$ cat config.mk
export PLATFORM = sky130hd
export DESIGN_NAME = test
export DESIGN_NICKNAME = d
export VERILOG_FILES = /design/src/rtl/test_pkg.sv /design/src/rtl/test_div.sv /design/src/rtl/test.sv
export SDC_FILE = /design/constraint.sdc
export NUM_CORES = 1
export LEC_CHECK = 0
export ABC_AREA = 1
export CAP_MARGIN = 20
export CELL_PAD_IN_SITES_DETAIL_PLACEMENT = 0
export CELL_PAD_IN_SITES_GLOBAL_PLACEMENT = 1
export CORE_MARGIN = 5
export CORE_UTILIZATION = 38
export DETAILED_ROUTE_END_ITERATION = 10
export DONT_BUFFER_PORTS = 1
export PLACE_DENSITY_LB_ADDON = 0.1
export SETUP_SLACK_MARGIN = 0.02
export SYNTH_ARGS = -nofsm -noshare
export SYNTH_HDL_FRONTEND = slang
export SYNTH_SLANG_ARGS = --single-unit
export TNS_END_PERCENT = 1
$ cat constraint.sdc
create_clock -name clk -period 94.8 [get_ports clk]
set_input_delay 28.44 -clock clk [delete_from_list [all_inputs] [get_ports clk]]
set_output_delay 28.44 -clock clk [all_outputs]
set_load 0.02 [all_outputs]
$ cat src/rtl/test_pkg.sv
// Shared constants and helpers for the RGB-to-HSV pipeline.
//   Widths of the colour components and of the hue/sat/val results,
//   the hue base angles, and the pipeline latency.
package test_pkg;

   localparam int COMP_W   = 8;
   localparam int HUE_W    = 10;
   localparam int SAT_W    = 18;
   localparam int VAL_W    = 10;
   localparam int SAT_FRAC = 17;
   localparam int SAT_ONE  = 131072;
   localparam int LATENCY  = 4;

   // Hue numerator is 60*|n| with |n| <= 255, so it fits 14 bits; the hue
   // quotient never exceeds 60, so 6 bits are enough.
   localparam int HNUM_W = 14;
   localparam int HQ_W   = 6;
   // Sat numerator is delta << 17.
   localparam int SNUM_W = COMP_W + SAT_FRAC;

   localparam logic [HNUM_W-1:0] HUE_SCALE  = 14'd60;
   localparam logic [HUE_W-1:0]  HUE_BASE_R = 10'd0;
   localparam logic [HUE_W-1:0]  HUE_BASE_G = 10'd120;
   localparam logic [HUE_W-1:0]  HUE_BASE_B = 10'd240;
   localparam logic [HUE_W-1:0]  HUE_FULL   = 10'd360;

   typedef enum logic [1:0] {
      CH_RED   = 2'd0,
      CH_GREEN = 2'd1,
      CH_BLUE  = 2'd2
   } chan_e;

   function automatic logic [HUE_W-1:0] hue_base(input chan_e ch);
      case (ch)
         CH_GREEN: return HUE_BASE_G;
         CH_BLUE:  return HUE_BASE_B;
         default:  return HUE_BASE_R;
      endcase
   endfunction

   // base +/- q, folded into 0..359.
   function automatic logic [HUE_W-1:0] hue_combine(input logic [HUE_W-1:0] base,
                                                    input logic [HUE_W-1:0] q,
                                                    input logic             neg);
      logic [HUE_W-1:0] h;
      if (!neg)         h = base + q;
      else if (q > base) h = base + HUE_FULL - q;
      else              h = base - q;
      if (h == HUE_FULL) h = '0;
      return h;
   endfunction

endpackage

$ cat src/rtl/test_div.sv
// hsv_div: combinational unsigned restoring divider.
//   num_i : dividend (NUM_W bits)
//   den_i : divisor  (DEN_W bits, must be non-zero)
//   quo_o : floor(num_i / den_i), QUO_W bits
// Only QUO_W quotient bits are produced: the caller guarantees
// num_i < den_i * 2**QUO_W, so the top NUM_W-QUO_W dividend bits are
// already smaller than den_i and seed the partial remainder directly.
module hsv_div #(
   parameter int NUM_W = 25,
   parameter int DEN_W = 8,
   parameter int QUO_W = 18
) (
   input  logic [NUM_W-1:0] num_i,
   input  logic [DEN_W-1:0] den_i,
   output logic [QUO_W-1:0] quo_o
);

   logic [DEN_W:0] rem;

   always_comb begin
      rem   = (DEN_W+1)'(num_i[NUM_W-1:QUO_W]);
      quo_o = '0;
      for (int i = QUO_W-1; i >= 0; i--) begin
         rem = {rem[DEN_W-1:0], num_i[i]};
         if (rem >= {1'b0, den_i}) begin
            rem      = rem - {1'b0, den_i};
            quo_o[i] = 1'b1;
         end
      end
   end

endmodule

$ cat src/rtl/test.sv
// test: 4-cycle, fully pipelined RGB to HSV converter.
//   clk, reset            : clock, asynchronous active-high reset
//   valid_in, red/green/blue : input sample, taken when valid_in is high
//   valid_out             : one-cycle pulse with each new result
//   hue (deg), sat (Q1.17), val : last valid result, held between pulses
// Stages: 0 capture, 1 max/min/delta + hue numerator, 2 divisions,
//         3 sign/base/wrap combine, 4 output hold register.
module test
   import test_pkg::*;
(
   input  logic              clk,
   input  logic              reset,
   input  logic              valid_in,
   input  logic [COMP_W-1:0] red,
   input  logic [COMP_W-1:0] green,
   input  logic [COMP_W-1:0] blue,
   output logic              valid_out,
   output logic [HUE_W-1:0]  hue,
   output logic [SAT_W-1:0]  sat,
   output logic [VAL_W-1:0]  val
);

   // stage 0
   logic              v0_q;
   logic [COMP_W-1:0] r0_q, g0_q, b0_q;
   // stage 1
   logic              v1_q, neg1_q, neg1_d;
   chan_e             ch1_q, ch1_d;
   logic [COMP_W-1:0] max1_q, max1_d, min1_d, delta1_q, delta1_d;
   logic [HNUM_W-1:0] hnum1_q, hnum1_d;
   logic [COMP_W-1:0] hi_c, lo_c, mag_c;
   // stage 2
   logic              v2_q, neg2_q;
   chan_e             ch2_q;
   logic [HQ_W-1:0]   hq2_q, hq2_d, hquo_c;
   logic [SAT_W-1:0]  sat2_q, squo_c;
   logic [COMP_W-1:0] max2_q, hden_c, sden_c;
   // stage 3
   logic              v3_q;
   logic [HUE_W-1:0]  hue3_q, hue3_d;
   logic [SAT_W-1:0]  sat3_q;
   logic [VAL_W-1:0]  val3_q;
   // stage 4
   logic              vout_q;
   logic [HUE_W-1:0]  hue_q;
   logic [SAT_W-1:0]  sat_q;
   logic [VAL_W-1:0]  val_q;

   // Dominant channel with red > green > blue priority on ties; hi/lo are
   // the two remaining channels in the order that forms n = hi - lo.
   always_comb begin
      ch1_d  = CH_RED;
      max1_d = r0_q;
      hi_c   = g0_q;
      lo_c   = b0_q;
      if (r0_q >= g0_q && r0_q >= b0_q) begin
         ch1_d  = CH_RED;
         max1_d = r0_q;
         hi_c   = g0_q;
         lo_c   = b0_q;
      end else if (g0_q >= b0_q) begin
         ch1_d  = CH_GREEN;
         max1_d = g0_q;
         hi_c   = b0_q;
         lo_c   = r0_q;
      end else begin
         ch1_d  = CH_BLUE;
         max1_d = b0_q;
         hi_c   = r0_q;
         lo_c   = g0_q;
      end
      min1_d = r0_q;
      if (g0_q < min1_d) min1_d = g0_q;
      if (b0_q < min1_d) min1_d = b0_q;
      neg1_d   = (hi_c < lo_c);
      mag_c    = neg1_d ? (lo_c - hi_c) : (hi_c - lo_c);
      delta1_d = max1_d - min1_d;
      hnum1_d  = HNUM_W'(mag_c) * HUE_SCALE;
   end

   // Zero divisors are replaced by 1; the affected results are zero anyway
   // (gray/black), and hue is forced to zero explicitly below.
   assign hden_c = (delta1_q == '0) ? COMP_W'(1) : delta1_q;
   assign sden_c = (max1_q == '0)   ? COMP_W'(1) : max1_q;

   hsv_div #(.NUM_W(HNUM_W), .DEN_W(COMP_W), .QUO_W(HQ_W)) u_hue_div (
      .num_i (hnum1_q),
      .den_i (hden_c),
      .quo_o (hquo_c)
   );

   hsv_div #(.NUM_W(SNUM_W), .DEN_W(COMP_W), .QUO_W(SAT_W)) u_sat_div (
      .num_i ({delta1_q, {SAT_FRAC{1'b0}}}),
      .den_i (sden_c),
      .quo_o (squo_c)
   );

   assign hq2_d  = (delta1_q == '0) ? '0 : hquo_c;
   assign hue3_d = hue_combine(hue_base(ch2_q), HUE_W'(hq2_q), neg2_q);

   always_ff @(posedge clk or posedge reset) begin
      if (reset) begin
         v0_q     <= 1'b0;
         r0_q     <= '0;
         g0_q     <= '0;
         b0_q     <= '0;
         v1_q     <= 1'b0;
         ch1_q    <= CH_RED;
         neg1_q   <= 1'b0;
         max1_q   <= '0;
         delta1_q <= '0;
         hnum1_q  <= '0;
         v2_q     <= 1'b0;
         ch2_q    <= CH_RED;
         neg2_q   <= 1'b0;
         hq2_q    <= '0;
         sat2_q   <= '0;
         max2_q   <= '0;
         v3_q     <= 1'b0;
         hue3_q   <= '0;
         sat3_q   <= '0;
         val3_q   <= '0;
         vout_q   <= 1'b0;
         hue_q    <= '0;
         sat_q    <= '0;
         val_q    <= '0;
      end else begin
         v0_q <= valid_in;
         if (valid_in) begin
            r0_q <= red;
            g0_q <= green;
            b0_q <= blue;
         end
         v1_q     <= v0_q;
         ch1_q    <= ch1_d;
         neg1_q   <= neg1_d;
         max1_q   <= max1_d;
         delta1_q <= delta1_d;
         hnum1_q  <= hnum1_d;
         v2_q     <= v1_q;
         ch2_q    <= ch1_q;
         neg2_q   <= neg1_q;
         hq2_q    <= hq2_d;
         sat2_q   <= squo_c;
         max2_q   <= max1_q;
         v3_q     <= v2_q;
         hue3_q   <= hue3_d;
         sat3_q   <= sat2_q;
         val3_q   <= VAL_W'(max2_q);
         vout_q   <= v3_q;
         if (v3_q) begin
            hue_q <= hue3_q;
            sat_q <= sat3_q;
            val_q <= val3_q;
         end
      end
   end

   assign valid_out = vout_q;
   assign hue       = hue_q;
   assign sat       = sat_q;
   assign val       = val_q;

endmodule

### Yosys cells after proc, flatten, opt, wreduce, memory -nomap -nowiden

Index checks and enable logic that the tools add are counted.

* logic and storage cells: 155
* register bits after elaboration: 167

* magnitude comparators: 31
* equality and inequality tests: 3
* mux-type cells: 64
* add/subtract/negate cells: 29
* $mul: 1
* reductions and logical operators: 3

Operators with widths (count)
* $mux 8: 33
* $ge 9x8->1: 23
* $sub 8x8->8: 25
* $ge 8x8->1: 4
* $mux 10: 3
* $lt 8x8->1: 3
* $mux 1: 24
* $sub 10x6->10: 2
* $logic_not 8->1: 2
* $pmux 8 s2: 1
* $mul 8x4->12 const B: 1
* $add 10x6->10: 1
* $add 10x9->10 const B: 1
* $eq 10x9->1 const B: 1
* $gt 6x10->1: 1
* $mux 6: 1
* $mux 2: 2
* $eq 2x1->1 const B: 1
* $eq 2x2->1 const B: 1
* $logic_and 1x1->1: 1

### Longest topological paths before layout

Gate-level depths: netlist (run 1).

* depth after elaboration: 38
* depth in mapped cells: 255

### By module

From an unflattened synthesis (run 1), not the netlist that was laid out.

* cell total of the unflattened synthesis: 2699
* area total of the unflattened synthesis: 19755.2 µm²

Modules (own cells, without submodules)
* test: cells each 959, instances 1, area an instance 9187.6 µm²
* hsv_div at u_sat_div: cells each 1319, instances 1, area an instance 7991.4 µm²
* hsv_div at u_hue_div: cells each 421, instances 1, area an instance 2576.2 µm²

### Least setup slack after synthesis (run 1)

OpenSTA, ideal clock, no wires.

* path type: flip-flop to flip-flop
* start point: register max1_q[6]
* end point: register sat2_q[0]
* path slack: 61.959 ns
* data required time: 94.675 ns
* arrival: 32.716 ns
* buffers on the path: 20
* stages on the path, launching flop included: 242
* cell sequence: dfrtp_1 inv_1 nand2_1 nor2_4 nand2_4 nand2_4 buf_4 clkbuf_1 clkbuf_1 buf_6 buf_4 ha_1 inv_1 fa_1 nand3_1 nand3_2 nand2_2 nand2_4 [... 206 more ...] nor2_1 nor2_1 nor3_1 nand3_2 buf_6 nand2_1 inv_2 ha_1 nor2_1 nor2_1 o21ai_0 nand2_1 a21oi_1 o21bai_1 a21oi_1 o21bai_1 a21oi_1 nand3_1

* word-level cells in the longest chain between the ends: 38
* elaborated cells between the ends (all ways): 55
* those cells by class: add/sub (17); order compare (18); mux (19); reduce/logical (1)

Ends and longest elaborated chain
* from (decl): RTL line test.sv:29 `logic [COMP_W-1:0] max1_q, max1_d, min1_d, delta1_q, delta1_d;`
* from (signal assigned): RTL line test.sv:137 `max1_q <= max1_d;`
* $logic_not 8->1: RTL line test.sv:84 `assign sden_c = (max1_q == '0) ? COMP_W'(1) : max1_q;`
* $mux 8 *: RTL line test.sv:84
* $sub 8x8->8 or $ge 8x8->1 (tied branches): RTL line test_div.sv:26, test_div.sv:25
* $mux 8: RTL line test_div.sv:25 `if (rem >= {1'b0, den_i}) begin`
* $sub 8x8->8 or $ge 9x8->1 (tied branches): RTL line test_div.sv:26, test_div.sv:25
* $mux 8: RTL line test_div.sv:25
* $sub 8x8->8 or $ge 9x8->1 (tied branches): RTL line test_div.sv:26, test_div.sv:25
* $mux 8: RTL line test_div.sv:25
* [... 23 more ...]
* $mux 8: RTL line test_div.sv:25
* $sub 8x8->8 or $ge 9x8->1 (tied branches): RTL line test_div.sv:26, test_div.sv:25
* $mux 8: RTL line test_div.sv:25
* $ge 9x8->1 or $sub 8x8->8 (tied branches): RTL line test_div.sv:25, test_div.sv:26
* $mux 8: RTL line test_div.sv:25
* $ge 9x8->1 *: RTL line test_div.sv:25
* $mux 1 *: RTL line test_div.sv:25
* via squo_c[0]: RTL line test.sv:36 `logic [SAT_W-1:0] sat2_q, squo_c;`
* to (signal assigned): RTL line test.sv:144 `sat2_q <= squo_c;`
* to (decl): RTL line test.sv:36

Mark *: on every way through the listed nets, which the timed path passes. The rest lies on a longest branch.
A chain may end at the register's enable or synchronous reset.

### Final worst setup path (run 1)

* start point: register max1_q[5]
* end point: register sat2_q[0]

Same word-level chain as after synthesis.

==> results.md, run 1 <==
- GP Congestion: 0.8555
- Row cnt: 80
- Cell family with most CP delay: compound AO/OA/AOI/OAI gates
- CP max-delay cell: fa_1
- Crit. End Element: register
- Initial core utilization: around two fifths
- Post-Synth Adder-Cell Area: approximately a fifth
- Yosys reg bits: 167
- XOR/XNOR Fraction of Synth Area: 7.579%
- CTS sink cnt: 167
- Bufs on Longest Clock Path: 2
- Top-area cell type share of the netlist area: between 20 and 25%
- Post-CTS Setup Repair Bufs: 0
- DRC: 0
- Remaining antenna violation count after routing: 0
- Cell area after synthesis: 0.01826 mm²
- Outcome: complete, no violations
- Die area: 0.05253 mm²
- Clock latency on the worst-skew pair: around 0.48 ns
- Via-per-instance ratio: 4.997
- Period utilization: 38.28%
- CP peak stage delay: 0.42 ns
- CORE AREA: 0.04765 mm²
- Fin crit period: 36.29 ns
- Clk slew on worst S/H paths: 0.07 ns
- Setup TNS: 0 ns
- Final Cell Area: roughly 0.019 mm²
- Post-layout nets: 2699
- HPWL Detailed: 36890 µm
- Post-synth EDFFs: 0
- WS Path Type: reg2reg
- Post-CTS sizing: 0
- I/O pin total: 66
- Largest cells by area after synthesis: dfrtp_1, ha_1, nand2_1, inv_1, xor2_1
- Fill count: 4966
- Fin. Hold Viols: 0
- Synth warnings: 0
- Max-Cap Viols: 0
- Worst Skew: 0.01749 ns
- H-Tree Depth: 4
- CTS root buf: clkbuf_16
- Total global-route track usage: 18.08%
- Area leader, netlist: dfrtp_1
- Mux cell area share after synthesis: 2.275%
- Measured slew at the worst slew-check pin: ~1.0 ns
- Layout cell share with drive strength beyond 1: 8.951%
- Die span in y: 229.2 µm
- Fmax achieved: 27.56 MHz
- Final setup viols: 0
- Final Slew Violations: 0
- Yosys cell types: 56
- Vias: roughly 15000
- Max_slew headroom: 32.17%
- Iter 0 DRT Violations: 798
- WP data arrival: 36.66 ns
- ANT cells: 0
- PortBufs: 0
- Seq/Total Area, Yosys: 22.89%
- Clock buffer count from CTS: 17
- Largest net degree at the start of global routing: 101
- # hold bufs at CTS: 0
- Crit-path max FO: 18
- Global-route wire length before repair: 77690 µm
- Synth Area in Simple Gates: a little under a quarter
- Placement-stage worst setup slack: 58.66 ns
- Largest family of logic cells by synthesized area: simple AND/OR/NAND/NOR gates
- Die width: 229.2 µm
- Final WS setup: 58.51 ns
- Average size of a mapped cell: 7.598 µm²
- Total gr overflow: 0
- CTS tree: built
- Most used DFF post-synth: dfrtp_1
- Unrepaired setup endpoints after global routing: no
- First drt pass iteration count: 5
- Ys async rst share: 100.0%
- Placed Area: 0.01882 mm²
- Post-Syn Instances: 2403
- Total length of routed wires: 47310 µm
- Vias in the first global route: 15260
- Cell mode on critical path: a21oi_1
- WL/cell: about 16 µm
- CP startpoint kind: register
- Initial antenna violation count: 0
- Synth Area in Compound Gates: 14.54%
- Hold WS: 0.3444 ns
- Buffer and inverter count on the worst path: 16
- Critical Path RT: about 95 ns
- Synthesis-to-layout area growth: 6.230%
- Hold Crit Class: reg2reg
==> state kept, by name, summed over array words and instances (netlist names), 10 cells and up <==
register	count
hnum1_q	12
hue	10
hue3_q	10
sat	18
sat2_q	18
sat3_q	18
==> per-stage QoR <==
step | utilization (%) | instances
floorplan | - | 2404
global placement | 39.48 | 2984
detailed placement | 39.49 | 2985
CTS | 40.71 | 3017
global route | 40.71 | 3017
finish | 40.71 | 3017
==> Yosys cell counts, types with 26 or more instances <==
master,number
a21oi_1,150
dfrtp_1,167
ha_1,258
inv_1,382
mux2_2,36
nand2_1,488
nand2_2,27
nand3_1,107
nor2_1,115
o21ai_0,141
o21bai_1,26
o221ai_1,29
xnor2_1,55
xor2_1,103
==> routing by layer <==
layer	vias up	GRT usage (%)	part of all wire [%]
met5	-	0	0
met4	0	4.135	1.5
li1	7873	-	-
met1	6932	24.30	49
met2	230	30.65	46
met3	42	2.973	3.1
==> worst paths after layout <==
check                             to  startpoint  slack (ns)  depth (start not counted)
setup / recovery           sat2_q[0]   max1_q[5]       58.51                        221
hold / removal             val3_q[4]   max2_q[4]        0.34                          0
setup reg to reg           sat2_q[0]   max1_q[5]       58.51                        221
hold reg to reg            val3_q[4]   max2_q[4]        0.34                          0
max in group asynchronous       v3_q       reset       65.45                          2
min in group asynchronous     hue[0]       reset       27.95                          1
==> cell usage in the layout (no fill, tap or decap), types with 36 or more instances in the layout <==
cell     netlist  routed
a21oi_1      150     150
dfrtp_1      167     166
ha_1         258     258
inv_1        382     381
mux2_2        36      36
nand2_1      488     488
nand3_1      107     107
nor2_1       115     115
o21ai_0      141     141
xnor2_1       55      55
xor2_1       103     103
==> logic make-up after synthesis <==
group / after synthesis
AND/OR/NAND/NOR: 871
XOR/XNOR: 158
multiplexers: 37
AO/OA/AOI/OAI: 448
other: 1
flip-flops: 167
buffers and inverters: 438
adder cells (fa/ha/maj): 283
==> cell type report <==
type | instances | area, µm² | area share [%]
clock inverters | 15 | 152.6 | 0.7870
clock buffers | 17 | 425.4 | 2.193
multi-input cells | 1799 | 12300 | 63.42
repair buffers | 11 | 82.58 | 0.4258
flip-flops and latches | 167 | 4180 | 21.55
well taps | 615 | 769.5 | 3.967
inverters | 393 | 1485 | 7.658
Power of run 1 is not shown: default switching activity piles up to over one toggle a cycle in this logic, so the estimate is an artifact.
==> inputs of run 2 (changes only) <==
==> constraint.sdc (replaced) <==
create_clock -name clk -period 36.4 [get_ports clk]
set_input_delay 10.92 -clock clk [delete_from_list [all_inputs] [get_ports clk]]
set_output_delay 10.92 -clock clk [all_outputs]
set_load 0.02 [all_outputs]
==> run 2 against run 1 <==
Effect of this change:
- sequential share of layout area decreased by 0.62 points
- clock-buffer cell count increased by 2
- final area increased by 3.0%
- hold slack improved by 0.0041 ns
- flip-flop and latch count unchanged
- setup slack got worse by 55 ns
- via count increased by 1.6%
- clock skew increased by 0.0012 ns
- largest cell class unchanged
==> results.md, run 2 (synthesis gave the netlist of run 1 again) <==
- Hold WS: 0.3485 ns (+0.004068 ns)
- CTS root buf: clkbuf_16
- Fmax achieved: 30.52 MHz (+11%)
- Reg area: 0.004182 mm² (about the same)
- Final Cell Area: 0.01998 mm² (+3.0%)
- Post-layout nets: 2754 (+2.0%)
- Vias in the first global route: 14920 (-2.2%)
- HPWL Detailed: 36550 µm (-0.93%)
- CP startpoint kind: register
- Clk slew on worst S/H paths: 0.07 ns (about the same)
- Synthesis-to-layout area growth: 9.423%
- Fin. Hold Viols: 0 (unchanged)
- PortBufs: 0 (unchanged)
- Finished Layout Cells: 3072 (+1.8%)
- CTS sink cnt: 167 (unchanged)
- WS Path Type: reg2reg
- Cell mode on critical path: a21oi_1
- Remaining antenna violation count after routing: 0 (unchanged)
- GP Congestion: 0.8599 (+0.51%)
- Global-route wire length before repair: 77320 µm (-0.47%)
- ANT cells: 0 (unchanged)
- Reg-to-reg slack, setup: 3.63 ns (-54.88 ns)
- Critical Path RT: 36.76 ns (-58.41 ns)
- Total global-route track usage: 18.01% (-0.067 points)
- WL/cell: 15.44 µm (-1.5%)
- Placed insts: 2984 (-0.034%)
- Initial core utilization: 38.32% (unchanged)
- Vias: 15310 (+1.6%)
- Max_slew headroom: 30.36% (-1.8 points)
- CORE AREA: 0.04765 mm² (unchanged)
- Multi-input logic area: 0.01245 mm² (+1.2%)
- Final setup viols: 0 (unchanged)
- Clock latency on the worst-skew pair: 0.48 ns (about the same)
- CP peak stage delay: 0.48 ns (+0.06 ns)
- H-Tree Depth: 4 (unchanged)
- Die width: 229.2 µm (unchanged)
- Total length of routed wires: 47430 µm (+0.26%)
- Crit. End Element: register
- Measured slew at the worst slew-check pin: 1.045 ns (+0.02716 ns)
- Hold Crit Class: reg2reg
- Total gr overflow: 0 (unchanged)
- Crit-path max FO: 13 (-5)
- Outcome: complete, no violations
- Clock buffer count from CTS: 17 (unchanged)
- First drt pass iteration count: 6 (+1)
- Final Slew Violations: 0 (unchanged)
- Placed Area: 0.01881 mm² (about the same)
- Max-Cap Viols: 0 (unchanged)
- Period utilization: 90.02% (+52 points)
- Initial antenna violation count: 0 (unchanged)
- Iter 0 DRT Violations: 708 (-11%)
- CP max-delay cell: dfrtp_1
- Bufs on Longest Clock Path: 2 (unchanged)
- Fin crit period: 32.77 ns (-3.522 ns)
- Largest net degree at the start of global routing: 111 (+9.9%)
- I/O pin total: 66 (unchanged)
- DRC: 0 (unchanged)
- Worst Skew: 0.01865 ns (+0.001166 ns)
- Post-layout util: 41.93% (+1.2 points)
- Row cnt: 80 (unchanged)
- Fill count: 4906 (-1.2%)
- Most common cell after layout, fill and taps aside: nand2_1
- Via-per-instance ratio: 4.984 (-0.26%)
- Die area: 0.05253 mm² (unchanged)
- Die span in y: 229.2 µm (unchanged)
- Most frequent cells in the layout: nand2_1, inv_1, ha_1
- Layout cell share with drive strength beyond 1: 12.01% (+3.1 points)
- WP data arrival: 33.13 ns (-3.53 ns)
- # hold bufs at CTS: 0 (unchanged)
- CTS tree: built
[run 2: cell types whose count changed in the layout (fill, tap and decap cells not counted), moves of 4 or more]
cell / change
o21ai_0: -11
a21oi_1: -4
nor3_2: +6
o21ai_2: +7
nor3_1: -7
buf_4: +53
o21ai_1: +4
[run 2: final timing paths]
check | startpoint | to | cells past startpoint
worst max-delay path | max1_q[3] | sat2_q[0] | 223
worst min-delay path | sat2_q[3] | sat3_q[3] | 0
worst max register to register | max1_q[3] | sat2_q[0] | 223
worst min register to register | sat2_q[3] | sat3_q[3] | 0
max in group asynchronous | reset | v3_q | 2
min in group asynchronous | reset | sat2_q[6] | 1
[run 2: what timing repair did]
item / CTS / global route
setup buffers: 0 / 54
gates resized for setup: 0 / 48
endpoints found under the setup margin: 0 / 3
[run 2: worst max-delay path: cells and delay by family, from the launching register on]
kind                     cells  cell delay [ns]
AND/OR/NAND/NOR             98            11.23
adder cells (fa/ha/maj)     20             6.41
flip-flops                   1             0.48
AO/OA/AOI/OAI               89            13.26
buffers and inverters       16             1.20
[run 2: cell type report]
type,instances,share of cell area [%]
flip-flops and latches,167,20.93
inverters,393,7.497
multi-input cells,1800,62.32
repair inverters,1,0.04384
well taps,615,3.852
clock inverters,13,0.6889
repair buffers,64,2.405
clock buffers,19,2.267
[run 2: per-layer routing]
layer	part of all wire, %	track usage [%]	vias to the layer above
li1	-	-	7996
met4	1.5	4.210	0
met5	0	0	-
met3	3.0	2.973	38
met1	49	24.85	7090
met2	46	29.70	188
[run 2: through the flow]
step	TNS (ns)	worst slack, ns
floorplan	0	3.559
global placement	0	1.756
detailed placement	0	0.4663
CTS	0	0.3866
global route	-0.09771	-0.09771
finish	0	3.632
Power of run 2 is left out for the same reason.
